===== config.mk =====
export PLATFORM = sky130hd
export DESIGN_NAME = spi_cmd_decoder
export DESIGN_NICKNAME = d
export VERILOG_FILES = /design/src/rtl/spi_cmd_decoder.sv
export SDC_FILE = /design/constraint.sdc
export NUM_CORES = 1
export LEC_CHECK = 0
export ABC_AREA = 1
export CELL_PAD_IN_SITES_DETAIL_PLACEMENT = 1
export CELL_PAD_IN_SITES_GLOBAL_PLACEMENT = 2
export CORE_MARGIN = 5
export CORE_UTILIZATION = 34
export CTS_BUF_LIST = sky130_fd_sc_hd__clkbuf_8
export CTS_CLUSTER_SIZE = 16
export DETAILED_ROUTE_END_ITERATION = 16
export PLACE_DENSITY = 0.84
export SLEW_MARGIN = 40
export SYNTH_ARGS = -nofsm -noshare
export SYNTH_HDL_FRONTEND = slang
export SYNTH_SLANG_ARGS = --single-unit

===== constraint.sdc =====
create_clock -name clk -period 3.5 [get_ports clk]
set_input_delay 0.7 -clock clk [delete_from_list [all_inputs] [get_ports clk]]
set_output_delay 0.7 -clock clk [all_outputs]
set_load 0.01 [all_outputs]

===== src/rtl/spi_cmd_decoder.sv =====
// -----------------------------------------------------------------------------
// spi_cmd_decoder
//
// Parses the byte stream of each SPI chip-select frame into pointer loads,
// VRAM word writes, VRAM word reads and font RAM byte writes, and supplies the
// next byte the SPI target transmits back to the host.
//
// The first byte of a frame is a command: op = cmd[7:6], inc = cmd[3:0].
//   op 00  SETPTR : cmd[4] picks VRAM (0) or font (1) pointer, cmd[5] clears
//                   the sticky flags; two big-endian address bytes follow.
//   op 01  write  : byte pairs form 16-bit words posted at the VRAM pointer.
//   op 10  read   : words are read ahead from VRAM and shifted out hi/lo.
//   op 11  font   : every byte is written to font RAM at the font pointer.
//
// VRAM accesses use a req/ack handshake; only one request is outstanding and
// its address/data/direction stay frozen until the ack cycle.
//
// Ports
//   clk          pixel clock
//   reset_i      asynchronous active-low reset
//   cs_active_i  SPI target selected (synchronous to clk), frames the command
//   rx_strobe_i  one-cycle pulse, rx_byte_i valid
//   rx_byte_i    received byte
//   tx_byte_o    byte the SPI target loads for its next transmit
//   vram_req_o   VRAM access request
//   vram_wr_o    request is a write (valid while vram_req_o is high)
//   vram_addr_o  VRAM word address
//   vram_data_o  VRAM write data
//   vram_ack_i   one-cycle pulse, access performed this cycle
//   vram_data_i  VRAM read data, valid with vram_ack_i
//   font_wr_o    one-cycle font RAM write strobe
//   font_addr_o  font RAM byte address
//   font_data_o  font RAM write data
//   overflow_o   sticky, a VRAM write word was dropped
//   underrun_o   sticky, read data was not ready when the host needed it
// -----------------------------------------------------------------------------
module spi_cmd_decoder #(
  parameter int VRAM_AW = 16,
  parameter int FONT_AW = 13
) (
  input  logic               clk,
  input  logic               reset_i,
  input  logic               cs_active_i,
  input  logic               rx_strobe_i,
  input  logic [7:0]         rx_byte_i,
  output logic [7:0]         tx_byte_o,
  output logic               vram_req_o,
  output logic               vram_wr_o,
  output logic [VRAM_AW-1:0] vram_addr_o,
  output logic [15:0]        vram_data_o,
  input  logic               vram_ack_i,
  input  logic [15:0]        vram_data_i,
  output logic               font_wr_o,
  output logic [FONT_AW-1:0] font_addr_o,
  output logic [7:0]         font_data_o,
  output logic               overflow_o,
  output logic               underrun_o
);

  typedef enum logic [3:0] {
    IDLE, CMD, ADDR_HI, ADDR_LO, WR_HI, WR_LO, RD_HI, RD_LO, FONT, DRAIN
  } state_t;

  typedef enum logic [1:0] {
    OP_SETPTR = 2'b00,
    OP_WRITE  = 2'b01,
    OP_READ   = 2'b10,
    OP_FONT   = 2'b11
  } op_t;

  localparam logic [7:0] TX_UNDERRUN = 8'hEE;

  state_t               state;
  logic                 cs_q;
  logic [VRAM_AW-1:0]   vram_ptr;
  logic [VRAM_AW-1:0]   rd_addr_q;   // address of a read that had to wait for the slot
  logic [FONT_AW-1:0]   font_ptr;
  logic [3:0]           inc_q;
  logic                 sel_font;
  logic [7:0]           hi_byte;     // address high byte or write-word high byte
  logic [15:0]          rd_buf;
  logic                 rd_want;     // read requested but not yet issued
  logic                 rd_wait;     // read requested and data not yet returned

  // Per-cycle decode
  op_t                  op;
  logic                 cs_rise, cs_fall, rx_ev;
  logic                 slot_free, ack_any, ack_rd;
  logic                 rd_new, rd_issue, rd_ready;
  logic                 wr_post, wr_drop;
  logic                 flag_clr, under_set;
  logic                 overflow_d, underrun_d;
  logic [15:0]          buf_now;
  logic [7:0]           status_d;
  logic [VRAM_AW-1:0]   rd_issue_addr;

  assign op      = op_t'(rx_byte_i[7:6]);
  assign cs_rise = cs_active_i & ~cs_q;
  assign cs_fall = ~cs_active_i & cs_q;
  // Bytes only count inside an open frame and never on a framing edge.
  assign rx_ev   = rx_strobe_i & ~cs_rise & ~cs_fall & (state != IDLE);

  assign ack_any   = vram_ack_i & vram_req_o;
  assign ack_rd    = ack_any & ~vram_wr_o;
  // The ack is processed first, so the slot is reusable in the ack cycle.
  assign slot_free = ~vram_req_o | vram_ack_i;

  // NOTE: every signal written here gets a default first, otherwise paths that
  // skip an assignment would infer a latch.
  always_comb begin
    rd_new   = 1'b0;
    wr_post  = 1'b0;
    wr_drop  = 1'b0;
    flag_clr = 1'b0;
    if (rx_ev) begin
      case (state)
        CMD: begin
          rd_new   = (op == OP_READ);
          flag_clr = (op == OP_SETPTR) && rx_byte_i[5];
        end
        RD_HI:   rd_new = 1'b1;
        WR_LO: begin
          wr_post = slot_free;
          wr_drop = ~slot_free;
        end
        default: ;
      endcase
    end

    // Data for the host is ready if nothing is pending, or if the last pending
    // read is being acked right now.
    rd_ready  = ~rd_wait | (ack_rd & ~rd_want);
    buf_now   = ack_rd ? vram_data_i : rd_buf;
    under_set = rx_ev && (state == RD_HI || state == RD_LO) && !rd_ready;

    rd_issue      = (rd_new | (rd_want & ~cs_fall)) & slot_free & ~wr_post;
    rd_issue_addr = rd_new ? vram_ptr : rd_addr_q;

    overflow_d = flag_clr ? 1'b0 : (overflow_o | wr_drop);
    underrun_d = flag_clr ? 1'b0 : (underrun_o | under_set);
    status_d   = {6'b101000, underrun_d, overflow_d};
  end

  // NOTE: state is updated with non-blocking assignments so every register in
  // this block samples the values from before the clock edge.
  always_ff @(posedge clk or negedge reset_i) begin
    if (!reset_i) begin
      state       <= IDLE;
      cs_q        <= 1'b0;
      vram_ptr    <= '0;
      rd_addr_q   <= '0;
      font_ptr    <= '0;
      inc_q       <= '0;
      sel_font    <= 1'b0;
      hi_byte     <= '0;
      rd_buf      <= '0;
      rd_want     <= 1'b0;
      rd_wait     <= 1'b0;
      tx_byte_o   <= 8'hA0;
      vram_req_o  <= 1'b0;
      vram_wr_o   <= 1'b0;
      vram_addr_o <= '0;
      vram_data_o <= '0;
      font_wr_o   <= 1'b0;
      font_addr_o <= '0;
      font_data_o <= '0;
      overflow_o  <= 1'b0;
      underrun_o  <= 1'b0;
    end else begin
      cs_q       <= cs_active_i;
      font_wr_o  <= 1'b0;
      overflow_o <= overflow_d;
      underrun_o <= underrun_d;

      // VRAM port: the request fields only change when a new request starts.
      if (wr_post) begin
        vram_req_o  <= 1'b1;
        vram_wr_o   <= 1'b1;
        vram_addr_o <= vram_ptr;
        vram_data_o <= {hi_byte, rx_byte_i};
      end else if (rd_issue) begin
        vram_req_o  <= 1'b1;
        vram_wr_o   <= 1'b0;
        vram_addr_o <= rd_issue_addr;
      end else if (ack_any) begin
        vram_req_o  <= 1'b0;
        vram_wr_o   <= 1'b0;
      end

      if (ack_rd) rd_buf <= vram_data_i;

      // A read that cannot go out yet waits for the slot; a frame end drops it.
      rd_want <= (rd_new | rd_want) & ~rd_issue & ~cs_fall;
      if (rd_new) begin
        rd_addr_q <= vram_ptr;
        rd_wait   <= 1'b1;
      end else if (ack_rd && !rd_want) begin
        rd_wait   <= 1'b0;
      end

      // Byte handling
      if (rx_ev) begin
        case (state)
          CMD: begin
            inc_q    <= rx_byte_i[3:0];
            sel_font <= rx_byte_i[4];
            case (op)
              OP_SETPTR: state <= ADDR_HI;
              OP_WRITE:  state <= WR_HI;
              OP_READ: begin
                state    <= RD_HI;
                vram_ptr <= vram_ptr + VRAM_AW'(rx_byte_i[3:0]);
              end
              default:   state <= FONT;
            endcase
          end
          ADDR_HI: begin
            hi_byte <= rx_byte_i;
            state   <= ADDR_LO;
          end
          ADDR_LO: begin
            if (sel_font) font_ptr <= FONT_AW'({hi_byte, rx_byte_i});
            else          vram_ptr <= VRAM_AW'({hi_byte, rx_byte_i});
            state <= DRAIN;
          end
          WR_HI: begin
            hi_byte <= rx_byte_i;
            state   <= WR_LO;
          end
          WR_LO: begin
            // The pointer advances whether the word was posted or dropped.
            vram_ptr <= vram_ptr + VRAM_AW'(inc_q);
            state    <= WR_HI;
          end
          RD_HI: begin
            vram_ptr <= vram_ptr + VRAM_AW'(inc_q);
            state    <= RD_LO;
          end
          RD_LO:   state <= RD_HI;
          FONT: begin
            font_wr_o   <= 1'b1;
            font_addr_o <= font_ptr;
            font_data_o <= rx_byte_i;
            font_ptr    <= font_ptr + FONT_AW'(1);
          end
          default: ;
        endcase
      end

      if (cs_fall)      state <= IDLE;
      else if (cs_rise) state <= CMD;

      // Transmit byte: read data inside a read stream, status byte elsewhere.
      if (rx_ev && state == RD_HI)
        tx_byte_o <= rd_ready ? buf_now[7:0] : TX_UNDERRUN;
      else if (rx_ev && state == RD_LO)
        tx_byte_o <= rd_ready ? buf_now[15:8] : TX_UNDERRUN;
      else if (ack_rd && state == RD_HI && rd_wait && !rd_want && !cs_fall)
        tx_byte_o <= vram_data_i[15:8];
      else if (cs_fall || !(state == RD_HI || state == RD_LO))
        tx_byte_o <= status_d;
    end
  end

endmodule


=== After elaboration in Yosys (flattened, before gate mapping) ===
Cells that the tools add are included.

* Register bits: 147
* Bits in latches: 0
* RAM bits: 0
* ROM bits: 0
* Output and inout bits: 66
* Memories kept: 0

* Add/subtract/negate cells: 3
* Multiply operators: 0
* Divide/modulo/power cells: 0
* Order comparisons: 0
* Eq/ne operators: 13
* Shifts and indexed selects: 0
* Multiplexer cells: 39
* Bitwise operators: 30
* Reduce and logical (&&, ||, !) cells: 34

{| class="wikitable"
|+ Operators with widths
! operator !! number
|-
| 16-bit 2-to-1 mux || 6
|-
| 8-bit 2-to-1 mux || 6
|-
| 16-bit case mux with 3 select lines || 1
|-
| 16-bit by 4-bit adder with 16-bit output || 2
|-
| 4-bit case mux with 7 select lines || 1
|-
| 13-bit case mux with 2 select lines || 1
|-
| 1-bit 2-to-1 mux || 18
|-
| 4-bit by 3-bit == test with 1-bit output (second input constant) || 4
|-
| 13-bit by 1-bit adder with 13-bit output (second input constant) || 1
|-
| 1-bit bitwise AND || 13
|-
| 13-bit 2-to-1 mux || 1
|-
| 4-bit 2-to-1 mux || 3
|-
| 4-bit case mux with 3 select lines || 1
|-
| 1-bit NOT || 11
|-
| 1-bit logical AND || 10
|-
| 3-bit nonzero test || 3
|-
| 9-bit nonzero test || 1
|-
| 4-bit by 2-bit == test with 1-bit output (second input constant) || 2
|-
| 2-bit AND reduction || 4
|-
| 4-bit nonzero test || 2
|-
| 2-bit != test (second input constant) || 3
|-
| 1-bit OR || 6
|-
| 2-bit nonzero test || 3
|-
| 4-bit by 1-bit == test with 1-bit output (second input constant) || 1
|-
| 10 further kinds || 15
|}

=== Depth between registers and ports, before layout ===
Gate-level depths: netlist of the first run.

* Depth in word-level cells: 14
* Depth in mapped cells: 18
* Gate-level depth less buffers: 18

=== Worst setup path before layout of the first run ===
OpenSTA, ideal clock, no wires.

* Kind: register -> register
* Start point: register state[2]
* End point: register vram_ptr[10]
* Setup time: 0.130 ns
* Data arrival time: 2.344 ns
* Data required time: 3.370 ns
* Path slack: 1.026 ns
* Cell stages (with the launch flop): 16
* Buffers on the path: 0
* Path through: dfrtp_1 inv_2 nor2_8 nand3_2 nand2_1 o21ai_0 ha_1 fa_1 nand3_1 nand3_1 nand2_1 nor2_1 nand2_1 nand3_1 o211ai_1 o21ai_0

* Longest elaborated chain between the ends: 4
* Elaborated cells on any way between the ends: 12

{| class="wikitable"
|+ RTL lines
! item !! RTL line !! source
|-
| from (decl) || 73 || <nowiki>state_t state;</nowiki>
|-
| from (signal assigned) || 148 || <nowiki>state <= IDLE;</nowiki>
|-
| from (signal assigned) || 208 || <nowiki>OP_SETPTR: state <= ADDR_HI;</nowiki>
|-
| from (signal assigned) || 209 || <nowiki>OP_WRITE: state <= WR_HI;</nowiki>
|-
| 4-bit by 3-bit == test with 1-bit output || 203 || <nowiki>case (state)</nowiki>
|-
| 2-bit OR reduction (no line) || -- ||
|-
| 3-bit nonzero test (no line) || -- ||
|-
| 4-bit AND reduction (no line) || -- ||
|-
| to (signal assigned) || 212 || <nowiki>vram_ptr <= vram_ptr + VRAM_AW'(rx_byte_i[3:0]);</nowiki>
|-
| to (signal assigned) || 223 || <nowiki>else vram_ptr <= VRAM_AW'({hi_byte, rx_byte_i});</nowiki>
|-
| to (signal assigned) || 232 || <nowiki>vram_ptr <= vram_ptr + VRAM_AW'(inc_q);</nowiki>
|-
| to (decl) || 75 || <nowiki>logic [VRAM_AW-1:0] vram_ptr;</nowiki>
|}

Several ways; a longest one is shown, not always the timed one.
A chain may end at the register's enable or synchronous reset.

=== Worst setup path after layout of the first run ===
* Start point: register state[2]
* End point: register vram_ptr[14]

The elaborated chain is that of the path after synthesis.

==> summary.md, run 1 <==
| Metric | Value |
|---|---|
| WHS | `0.251 ns` |
| Die area | `0.0239 sq mm` |
| Total gr overflow | `0` |
| Die Width | `155 um` |
| Finish-stage setup viols | `0` |
| Post-Syn Instances | `854` |
| Synth cell count leaders | `nand2_1, dfrtp_1, o21ai_0` |
| Core ar. | `0.0208 sq mm` |
| Layout cells sized above 1 | `8.91%` |
| Synth Register Bits | `147` |
| Crit path DAT | `3.21 ns` |
| Clock transition at the registers of the reported paths | `0.08 ns` |
| P&R area growth vs syn | `22.5%` |
| Netlist cell types | `37` |
| Die H | `155 um` |
| Fmax achieved | `0.346 GHz` |
| Post-DRT Antenna Nets | `0` |
| CP Launch Type | `register` |
| Num CTS Buffers | `17` |
| EDFF count, synth | `0` |
| Area of the multi-input gates | `0.00291 sq mm` |
| CTS max path bufs | `2` |
| VDD IR-drop max | `0.000280 V` |
| Initial antenna violation count | `0` |
| Dpl hpwl | `15100 um` |
| Cell area after synthesis | `0.00711 sq mm` |
| Net count, final | `992` |
| Internal Dissipation | `4.06 mW` |
| Setup TNS | `0 ns` |
| RSZ-0062 raised after global routing | `no` |
| Dominant cell type by area after synthesis | `dfrtp_1` |
| CTS Hold Bufs | `0` |
| WL per Instance | `16.6 um` |
| Htree depth | `4` |
| Clock Tree Root | `clkbuf_8` |
| IO Port Bufs | `94` |
| # rows | `53` |
| Net Switching | `2.59 mW` |
| Clock power share | `19.2%` |
| Status | `complete, no violations` |
| Leak Pwr | `4.10 nW` |
| Skew-Pair Late Insertion Delay | `0.45 ns` |
| Minimum clock period | `2.89 ns` |
| CTS Sinks | `147` |
| Total number of yosys warnings | `0` |
| Vias in the first global route | `6419` |
| Final period util | `82.7%` |
| Logic pwr share | `38.7%` |
| Final RePlAce weighted congestion | `0.834` |
| FFs w/ async S/R, synth | `100%` |
| # IOs | `95` |
| First-pass GRT wire length | `34300 um` |
| Primary FF master, synth | `dfrtp_1` |
| Max-cap check violation count | `0` |
| Vias | `6045` |
| Post-synthesis sequential area ratio | `51.8%` |
| Critical setup path kind | `register to register` |
| Worst-Margin Slew | `0.781 ns` |
| Reg power frac | `42.1%` |
| Hold Crit Class | `input pin to async pin` |
| Dominant cells by area after synthesis | `dfrtp_1, nand2_1, o21ai_0, inv_1, nand3_1` |
| DR pass1 iterations | `5` |
| Vias per cell | `4.88` |
| WL final | `20600 um` |
| Post-CTS Resized | `0` |
| Syn nets | `894` |
| CP Data Required Time | `3.82 ns` |
| Register area | `0.00368 sq mm` |
| Top-count cell post-synth | `nand2_1` |
| Drt drc | `0` |
| Switching share of power | `38.9%` |
| Pin count of the biggest net entering global routing | `68` |
| ANT cells | `0` |
| Pwr/cell area | `764 mW/mm^2` |
| Total GRT Usage | `17.8%` |
| # fillers | `2535` |
| Relative slew slack | `47.7%` |
| Slew Viols, Final | `0` |
| Crit-path max FO | `9` |
| Setup bufs post-CTS | `0` |
| Initial Util | `34.2%` |
| CTS tree | `yes` |
| Layout Skew | `0.0160 ns` |
| Final hold vios | `0` |
| DRT iter0 DRCs | `279` |
| Avg Inst Size Synth | `8.33 sq um` |
| Crit end category | `register` |
| Share of the synthesized area in the top cell type | `51.0%` |
## path summary, 6_finish.rpt
check,startpoint,endpoint,slack (ns),cells after the start
max in group asynchronous,reset_i,inc_q[1]$_DFFE_PN0P_,2.49,2
hold / removal,reset_i,vram_data_o[12]$_DFFE_PN0P_,0.25,1
min in group clk,tx_byte_o[5]$_DFFE_PN1P_,tx_byte_o[5]$_DFFE_PN1P_,0.48,2
hold reg to reg,tx_byte_o[5]$_DFFE_PN1P_,tx_byte_o[5]$_DFFE_PN1P_,0.48,2
setup reg to reg,state[2]$_DFFE_PN0P_,vram_ptr[14]$_DFFE_PN0P_,0.61,15
setup / recovery,state[2]$_DFFE_PN0P_,vram_ptr[14]$_DFFE_PN0P_,0.61,15
## sequential cells by signal (all words and copies together) (netlist names), 13 cells and up
register and flops:
vram_addr_o 16, rd_buf 16, rd_addr_q 16, vram_ptr 16
font_ptr 13, vram_data_o 16, font_addr_o 13
## placed cells by master (no fill, tap or decap), drive strengths merged, types with 10 or more instances in the layout
master	n
clkdlybuf4s50	93
buf	13
nand2	248
inv	97
a21oi	35
o21ai	136
ha	10
nand3	53
dfrtp	145
nor2	41
nor3	14
clkbuf	21
## area by class of cell
type / instances / share of cell area [%]
Timing Repair Buffer: 106 / 12.0
Clock inverter: 11 / 0.991
Inverter: 95 / 4.12
Tap cell: 275 / 3.95
Clock buffer: 21 / 3.32
Sequential cell: 147 / 42.2
Multi-Input combinational cell: 585 / 33.4
## metal layers
metal  vias up  share of wire, %  global-route usage (%)
li1       2983                 -                       -
met1      2944                48                    24.4
met2       105                47                    28.8
met3        13               4.5                    4.31
met4         0              0.83                    3.99
met5         -                 0                       0
## cell families after synthesis
logic type	synth area share, %
AND/OR/NAND/NOR	23.4
AO/OA/AOI/OAI	14.3
flip-flops	51.8
buffers and inverters	7.34
adder cells (fa/ha/maj)	2.04
XOR/XNOR	0.862
multiplexers	0.282
## through the flow
stage / instances / power (mW) / cell area, sq um / setup WS (ns) / utilization, %
6_report: 1240 / 6.66 / 8710 / 0.606 / 41.8
3_5_place_dp: 1208 / 5.43 / 8340 / 0.341 / 40.0
5_1_grt: 1240 / 7.22 / 8710 / 0.278 / 41.8
4_1_cts: 1240 / 6.74 / 8710 / 0.589 / 41.8
2_1_floorplan: 854 / 4.29 / 7110 / 1.03 / -
3_3_place_gp: 1208 / 5.37 / 8340 / 0.466 / 40.0
## worst max-delay path, cell delays in order (launching register included)
cell and delay [ns]:
dfrtp_1 0.49, inv_2 0.11, nor2_8 0.16, nand3_2 0.12
nand2_1 0.24, o21ai_0 0.14, ha_1 0.22, fa_1 0.41
nand3_1 0.10, nand3_1 0.20, nand3_1 0.23, nor2_1 0.06
nand2_1 0.06, nand2_1 0.05, nor2_1 0.08, o22ai_1 0.09
## power by group through the flow
stage | logic [mW] | clock network [mW] | registers (mW)
2_1_floorplan | 1.46 | 0 | 2.83
3_3_place_gp | 2.55 | 0 | 2.82
3_5_place_dp | 2.60 | 0 | 2.83
4_1_cts | 2.61 | 1.32 | 2.81
5_1_grt | 2.93 | 1.39 | 2.89
6_report | 2.58 | 1.28 | 2.80
Power figures use the tool's default switching activity.
==> run 2: changes to the inputs <==
--- a/config.mk
+++ b/config.mk
@@ -9,11 +9,11 @@
 export CELL_PAD_IN_SITES_DETAIL_PLACEMENT = 1
 export CELL_PAD_IN_SITES_GLOBAL_PLACEMENT = 2
 export CORE_MARGIN = 5
-export CORE_UTILIZATION = 34
+export CORE_UTILIZATION = 31
 export CTS_BUF_LIST = sky130_fd_sc_hd__clkbuf_8
 export CTS_CLUSTER_SIZE = 16
 export DETAILED_ROUTE_END_ITERATION = 16
-export PLACE_DENSITY = 0.84
+export PLACE_DENSITY = 0.81
 export SLEW_MARGIN = 40
 export SYNTH_ARGS = -nofsm -noshare
 export SYNTH_HDL_FRONTEND = slang
==> constraint.sdc (replaced) <==
create_clock -name clk -period 2.4 [get_ports clk]
set_input_delay 0.48 -clock clk [delete_from_list [all_inputs] [get_ports clk]]
set_output_delay 0.48 -clock clk [all_outputs]
set_load 0.01 [all_outputs]
==> run 2 against run 1 <==
  * Via count increased by 3.7%
  * Total power increased by 62%
  * Utilization increased by 0.52 points
  * Clock power increased by 72%
  * Count of clock-buffer cells in the layout decreased by 4
  * Setup slack got worse by 0.56 ns
  * Critical path depth decreased by 2
  * Cell area increased by 10%
  * Global-route usage decreased by 0.75 points
  * Critical path type unchanged
  * Critical endpoint is now vram_ptr[6]$_DFFE_PN0P_
  * Largest power group is now combinational cells
==> summary.md, run 2 (synthesized netlist as in run 1, its figures left out) <==
| Metric | Value |
|---|---|
| WL final | `21800 um` |
| Fmax achieved | `0.424 GHz` |
| Clock power share | `20.4%` |
| Layout Skew | `0.0163 ns` |
| Reg power frac | `37.6%` |
| Status | `complete, no violations` |
| Crit end category | `register` |
| DR pass1 iterations | `4` |
| Die Width | `161 um` |
| Core ar. | `0.0226 sq mm` |
| WHS | `0.484 ns` |
| CTS Sinks | `147` |
| Worst r2r path cells | `13` |
| Internal Dissipation | `6.66 mW` |
| Slew Viols, Final | `0` |
| Net count, final | `1064` |
| Logic pwr share | `42.0%` |
| Worst-Margin Slew | `0.759 ns` |
| Crit path launch | `state[3]$_DFFE_PN0P_` |
| RSZ-0062 raised after global routing | `yes` |
| IO Port Bufs | `94` |
| Vias | `6268` |
| Max-cap check violation count | `0` |
| Internal reg-to-reg setup slack | `0.04 ns` |
| VDD IR-drop max | `0.000448 V` |
| Setup Slack @ Placement | `-0.226 ns` |
| WL per Instance | `16.5 um` |
| Htree depth | `4` |
| First-pass GRT wire length | `35900 um` |
| Clock transition at the registers of the reported paths | `0.10 ns` |
| Minimum clock period | `2.36 ns` |
| # rows | `55` |
| Pin count of the biggest net entering global routing | `57` |
| Relative slew slack | `49.0%` |
| Die H | `161 um` |
| DRT iter0 DRCs | `226` |
| Net Switching | `4.15 mW` |
| Die area | `0.0261 sq mm` |
| Non-filler cells, final | `1322` |
| P&R area growth vs syn | `34.9%` |
| Final RePlAce weighted congestion | `0.838` |
| # IOs | `95` |
| Setup ws final | `0.0439 ns` |
| CP Data Required Time | `2.75 ns` |
| Util after Layout | `42.4%` |
| Drt drc | `0` |
| Reg2reg end | `vram_ptr[6]$_DFFE_PN0P_` |
| CTS tree | `yes` |
| Critical setup path kind | `register to register` |
| CTS max path bufs | `2` |
| Vias in the first global route | `6802` |
| Final period util | `98.2%` |
| Skew-Pair Late Insertion Delay | `0.47 ns` |
| Critical path endpoint | `vram_ptr[6]$_DFFE_PN0P_` |
| CP Launch Type | `register` |
| Layout cells sized above 1 | `18.1%` |
| Switching share of power | `38.4%` |
| Crit-path max FO | `5` |
| Post-DRT Antenna Nets | `0` |
| Placed Instances | `1281` |
| R2r startpoint | `state[3]$_DFFE_PN0P_` |
| Finish-stage setup viols | `0` |
| Crit path DAT | `2.70 ns` |
| Most frequent cells in the layout | `nand2_1, dfrtp_1, clkdlybuf4s50_1` |
| Num CTS Buffers | `17` |
| Pwr/cell area | `1130 mW/mm^2` |
| Vias per cell | `4.74` |
| Commonest non-fill, non-tap cell in the layout | `nand2_1` |
| Final hold vios | `0` |
| Total GRT Usage | `17.1%` |
| Clock Tree Root | `clkbuf_8` |
| ANT cells | `0` |
| Initial Util | `31.4%` |
| Hold Crit Class | `register to register` |
| Dpl hpwl | `15900 um` |
| Initial antenna violation count | `0` |
| Total gr overflow | `0` |
| HP Start | `tx_byte_o[7]$_DFFE_PN1P_` |
| Leak Pwr | `4.54 nW` |
[run 2: routing by layer]
metal,up-vias,global-route usage (%),wire length (um)
li1,3128,-,-
met1,3036,23.2,10600
met2,83,27.2,10000
met3,21,4.34,921
met4,0,4.65,257
met5,-,0,0
[run 2: power groups by stage]
stage | Combinational (mW) | Sequential [mW] | Clock [mW]
after floorplan | 2.12 | 4.13 | 0
after global placement | 4.14 | 4.08 | 0
after detailed placement | 4.24 | 4.10 | 0
after CTS | 4.34 | 4.06 | 2.26
after global routing | 5.08 | 4.20 | 2.37
final | 4.54 | 4.07 | 2.20
[run 2: area by class of cell]
class	instances	area, sq um
clock inverter	15	205
tap	285	357
multi-input combinational	586	3090
clock buffer	17	234
timing repair buffer	177	1670
inverter	95	359
fill	2657	13000
sequential	147	3680
[run 2: worst min path at each step]
stage / endpoint / slack, ns / cells past startpoint
after floorplan: cs_q$_DFF_PN0_ / 0.18 / 0
after detailed placement: rd_buf[15]$_DFF_PN0_ / 0.46 / 2
after global placement: rd_buf[2]$_DFF_PN0_ / 0.46 / 2
after global routing: cs_q$_DFF_PN0_ / 0.48 / 1
after CTS: tx_byte_o[7]$_DFFE_PN1P_ / 0.49 / 2
final: tx_byte_o[7]$_DFFE_PN1P_ / 0.48 / 2
[run 2: through the flow]
stage                     instance area (sq um)  total power [mW]  setup TNS [ns]
final                                      9590              10.8               0
after global routing                       9590              11.7          -0.422
after CTS                                  9420              10.7               0
after detailed placement                   8910              8.33           -7.00
after global placement                     8910              8.22           -5.60
after floorplan                            7120              6.26               0
[run 2: timing repair]
item | in CTS | in global routing
gates resized for setup | 11 | 34
gates cloned | 1 | 0
buffers inserted | 0 | 8
endpoints found under the hold margin | 12 | 0
endpoints found under the setup margin | 12 | 12
hold buffers | 1 | 0
pin swaps | 5 | 20
[run 2: worst max-delay path, cell delays in order (launching register included)]
cell and delay [ns]:
dfrtp_2 0.45, nor2_8 0.17, nand3_4 0.14, nand2_8 0.13
o21ai_0 0.10, ha_1 0.36, buf_4 0.16, nand2_1 0.11
nand3_4 0.14, buf_4 0.16, nand2_1 0.04, o21ai_0 0.07
a21oi_1 0.16, a21oi_1 0.05
==> run 3: changes to the inputs <==
--- a/config.mk
+++ b/config.mk
@@ -9,11 +9,11 @@
 export CELL_PAD_IN_SITES_DETAIL_PLACEMENT = 1
 export CELL_PAD_IN_SITES_GLOBAL_PLACEMENT = 2
 export CORE_MARGIN = 5
-export CORE_UTILIZATION = 31
+export CORE_UTILIZATION = 37
 export CTS_BUF_LIST = sky130_fd_sc_hd__clkbuf_8
 export CTS_CLUSTER_SIZE = 16
 export DETAILED_ROUTE_END_ITERATION = 16
-export PLACE_DENSITY = 0.81
+export PLACE_DENSITY = 0.9
 export SLEW_MARGIN = 40
 export SYNTH_ARGS = -nofsm -noshare
 export SYNTH_HDL_FRONTEND = slang
==> constraint.sdc (replaced) <==
create_clock -name clk -period 3 [get_ports clk]
set_input_delay 0.6 -clock clk [delete_from_list [all_inputs] [get_ports clk]]
set_output_delay 0.6 -clock clk [all_outputs]
set_load 0.01 [all_outputs]
==> run 3 against run 2 <==
  * Sequential share of layout area up 3.2 points
  * Register-to-register slack better by 0.21 ns
  * Fmax down 14%
  * Sequential power down 20%
  * Largest cell class unchanged
  * Clock skew about the same
  * Wire length down 4.7%
  * Setup slack better by 0.21 ns
  * Clock power down 26%
  * Utilization up 4.6 points
  * Cell area down 7.8%
  * Critical endpoint is now vram_ptr[9]$_DFFE_PN0P_
  * Global-route usage up 2.3 points
==> summary.md, run 3 (synthesized netlist as in run 1, its figures left out) <==
| Metric | Value |
|---|---|
| Status | `complete, no violations` |
| P&R area growth vs syn | `24.4%` |
| Minimum clock period | `2.75 ns` |
| ANT cells | `0` |
| Max-cap check violation count | `0` |
| CTS Sinks | `147` |
| # rows | `50` |
| CP Launch Type | `register` |
| Post-DRT Antenna Nets | `0` |
| Vias per cell | `5.03` |
| Worst r2r path cells | `18` |
| Die area | `0.0221 sq mm` |
| Dpl hpwl | `15000 um` |
| WHS | `0.128 ns` |
| Crit path DAT | `3.10 ns` |
| Commonest non-fill, non-tap cell in the layout | `nand2_1` |
| Reg2reg end | `vram_ptr[9]$_DFFE_PN0P_` |
| Die H | `149 um` |
| DR pass1 iterations | `5` |
| Most frequent CP cell | `nand2_1` |
| Num CTS Buffers | `17` |
| Worst-Margin Slew | `0.699 ns` |
| Layout Skew | `0.0158 ns` |
| Setup TNS | `0 ns` |
| CTS tree | `yes` |
| Crit end category | `register` |
| IO Port Bufs | `94` |
| # IOs | `95` |
| Slew Viols, Final | `0` |
| Vias | `6222` |
| Initial Util | `37.8%` |
| VDD IR-drop max | `0.000370 V` |
| Core ar. | `0.0188 sq mm` |
| Post-route cell area | `0.00885 sq mm` |
| Skew-Pair Late Insertion Delay | `0.47 ns` |
| Vias in the first global route | `6390` |
| Leak Pwr | `4.17 nW` |
| CP Data Required Time | `3.35 ns` |
| Final hold vios | `0` |
| Die Width | `149 um` |
| Most frequent cells in the layout | `nand2_1, dfrtp_1, clkdlybuf4s50_1` |
| Total GRT Usage | `19.3%` |
| Slowest-stage cell, CP | `dfrtp_2` |
| Pwr Total | `8.03 mW` |
| Final period util | `91.6%` |
| Placed cell area | `0.00844 sq mm` |
| Clock transition at the registers of the reported paths | `0.08 ns` |
| Critical setup path kind | `register to register` |
| Net count, final | `1005` |
| Layout cells sized above 1 | `10.2%` |
| Total gr overflow | `0` |
| Relative slew slack | `53.0%` |
| WL final | `20800 um` |
| WL per Instance | `16.8 um` |
| CTS Hold Bufs | `0` |
| CTS max path bufs | `2` |
| Util after Layout | `47.0%` |
| Fmax achieved | `0.364 GHz` |
| Drt drc | `0` |
| Htree depth | `4` |
| First-pass GRT wire length | `34300 um` |
| Initial antenna violation count | `0` |
| RSZ-0062 raised after global routing | `no` |
| Internal reg-to-reg setup slack | `0.25 ns` |
| DRT iter0 DRCs | `232` |
| Crit-path max FO | `7` |
| Pin count of the biggest net entering global routing | `64` |
| Pwr/cell area | `907 mW/mm^2` |
| Setup bufs post-CTS | `0` |
| Clock Tree Root | `clkbuf_8` |
| Finish-stage setup viols | `0` |
| Critical Path, Cell by Cell | `nor2_8, nand3_2, nand2_1, buf_4, nand2_1, o21ai_0, ha_1, nand3_1, nand2_1, nand2_1, nand2_1, inv_1, nor2_1, buf_4, nand2_1, nand2_1, a21oi_1, nor2_1` |
| Hold Crit Class | `input pin to async pin` |
| Final RePlAce weighted congestion | `0.869` |
| CP peak stage delay | `0.49 ns` |
| R2r startpoint | `state[3]$_DFFE_PN0P_` |
-- run 3: routing by layer --
metal,part of all wire (%),vias to the layer above,wire (um),GRT usage [%]
met4,1.4,0,289,5.22
li1,-,3000,-,-
met3,4.4,22,913,4.75
met1,48,3077,10000,27.0
met5,0,-,0,0
met2,46,123,9540,30.1
-- run 3: worst max path at each step --
stage | from | endpoint | slack (ns) | depth (start not counted)
floorplan | state[2]$_DFFE_PN0P_ | vram_ptr[10]$_DFFE_PN0P_ | 0.53 | 15
global placement | cs_active_i | tx_byte_o[7]$_DFFE_PN1P_ | 0.17 | 13
detailed placement | rx_byte_i[1] | vram_ptr[9]$_DFFE_PN0P_ | 0.08 | 15
CTS | state[3]$_DFFE_PN0P_ | vram_ptr[14]$_DFFE_PN0P_ | 0.19 | 15
global route | state[1]$_DFFE_PN0P_ | vram_ptr[10]$_DFFE_PN0P_ | 0.02 | 16
finish | state[3]$_DFFE_PN0P_ | vram_ptr[9]$_DFFE_PN0P_ | 0.25 | 18
-- run 3: report_power, final --
| group | internal, mW | total [mW] | switching (mW) |
|---|---|---|---|
| clock network | 0.813 | 1.62 | 0.808 |
| registers | 2.75 | 3.27 | 0.516 |
| logic | 1.33 | 3.14 | 1.81 |
| total | 4.89 | 8.03 | 3.14 |
-- run 3: metrics by stage --
| step | cells | setup slack, ns |
|---|---|---|
| 5_1_grt | 1237 | 0.0162 |
| 4_1_cts | 1237 | 0.194 |
| 3_3_place_gp | 1206 | 0.175 |
| 3_5_place_dp | 1206 | 0.0787 |
| 2_1_floorplan | 854 | 0.526 |
| 6_report | 1237 | 0.253 |
-- run 3: timing repair --
item,in CTS,in global routing
gates resized for setup,0,2
endpoints found under the hold margin,0,0
setup endpoints to repair,0,6
-- run 3: area by class of cell --
type                            count  area [sq um]
Timing Repair Buffer              119          1170
Clock inverter                     14           166
Clock buffer                       17           234
Tap cell                          260           325
Fill cell                        2257          9980
Sequential cell                   147          3680
Inverter                           95           359
Multi-Input combinational cell    585          2910
-- run 3: worst max-delay path, delay by kind of cell, from the launching register on --
kind	cells	cell delay, ns
flops	1	0.49
fa+ha+maj	1	0.31
buf+inv	3	0.37
compound gates	2	0.32
simple gates	12	1.15
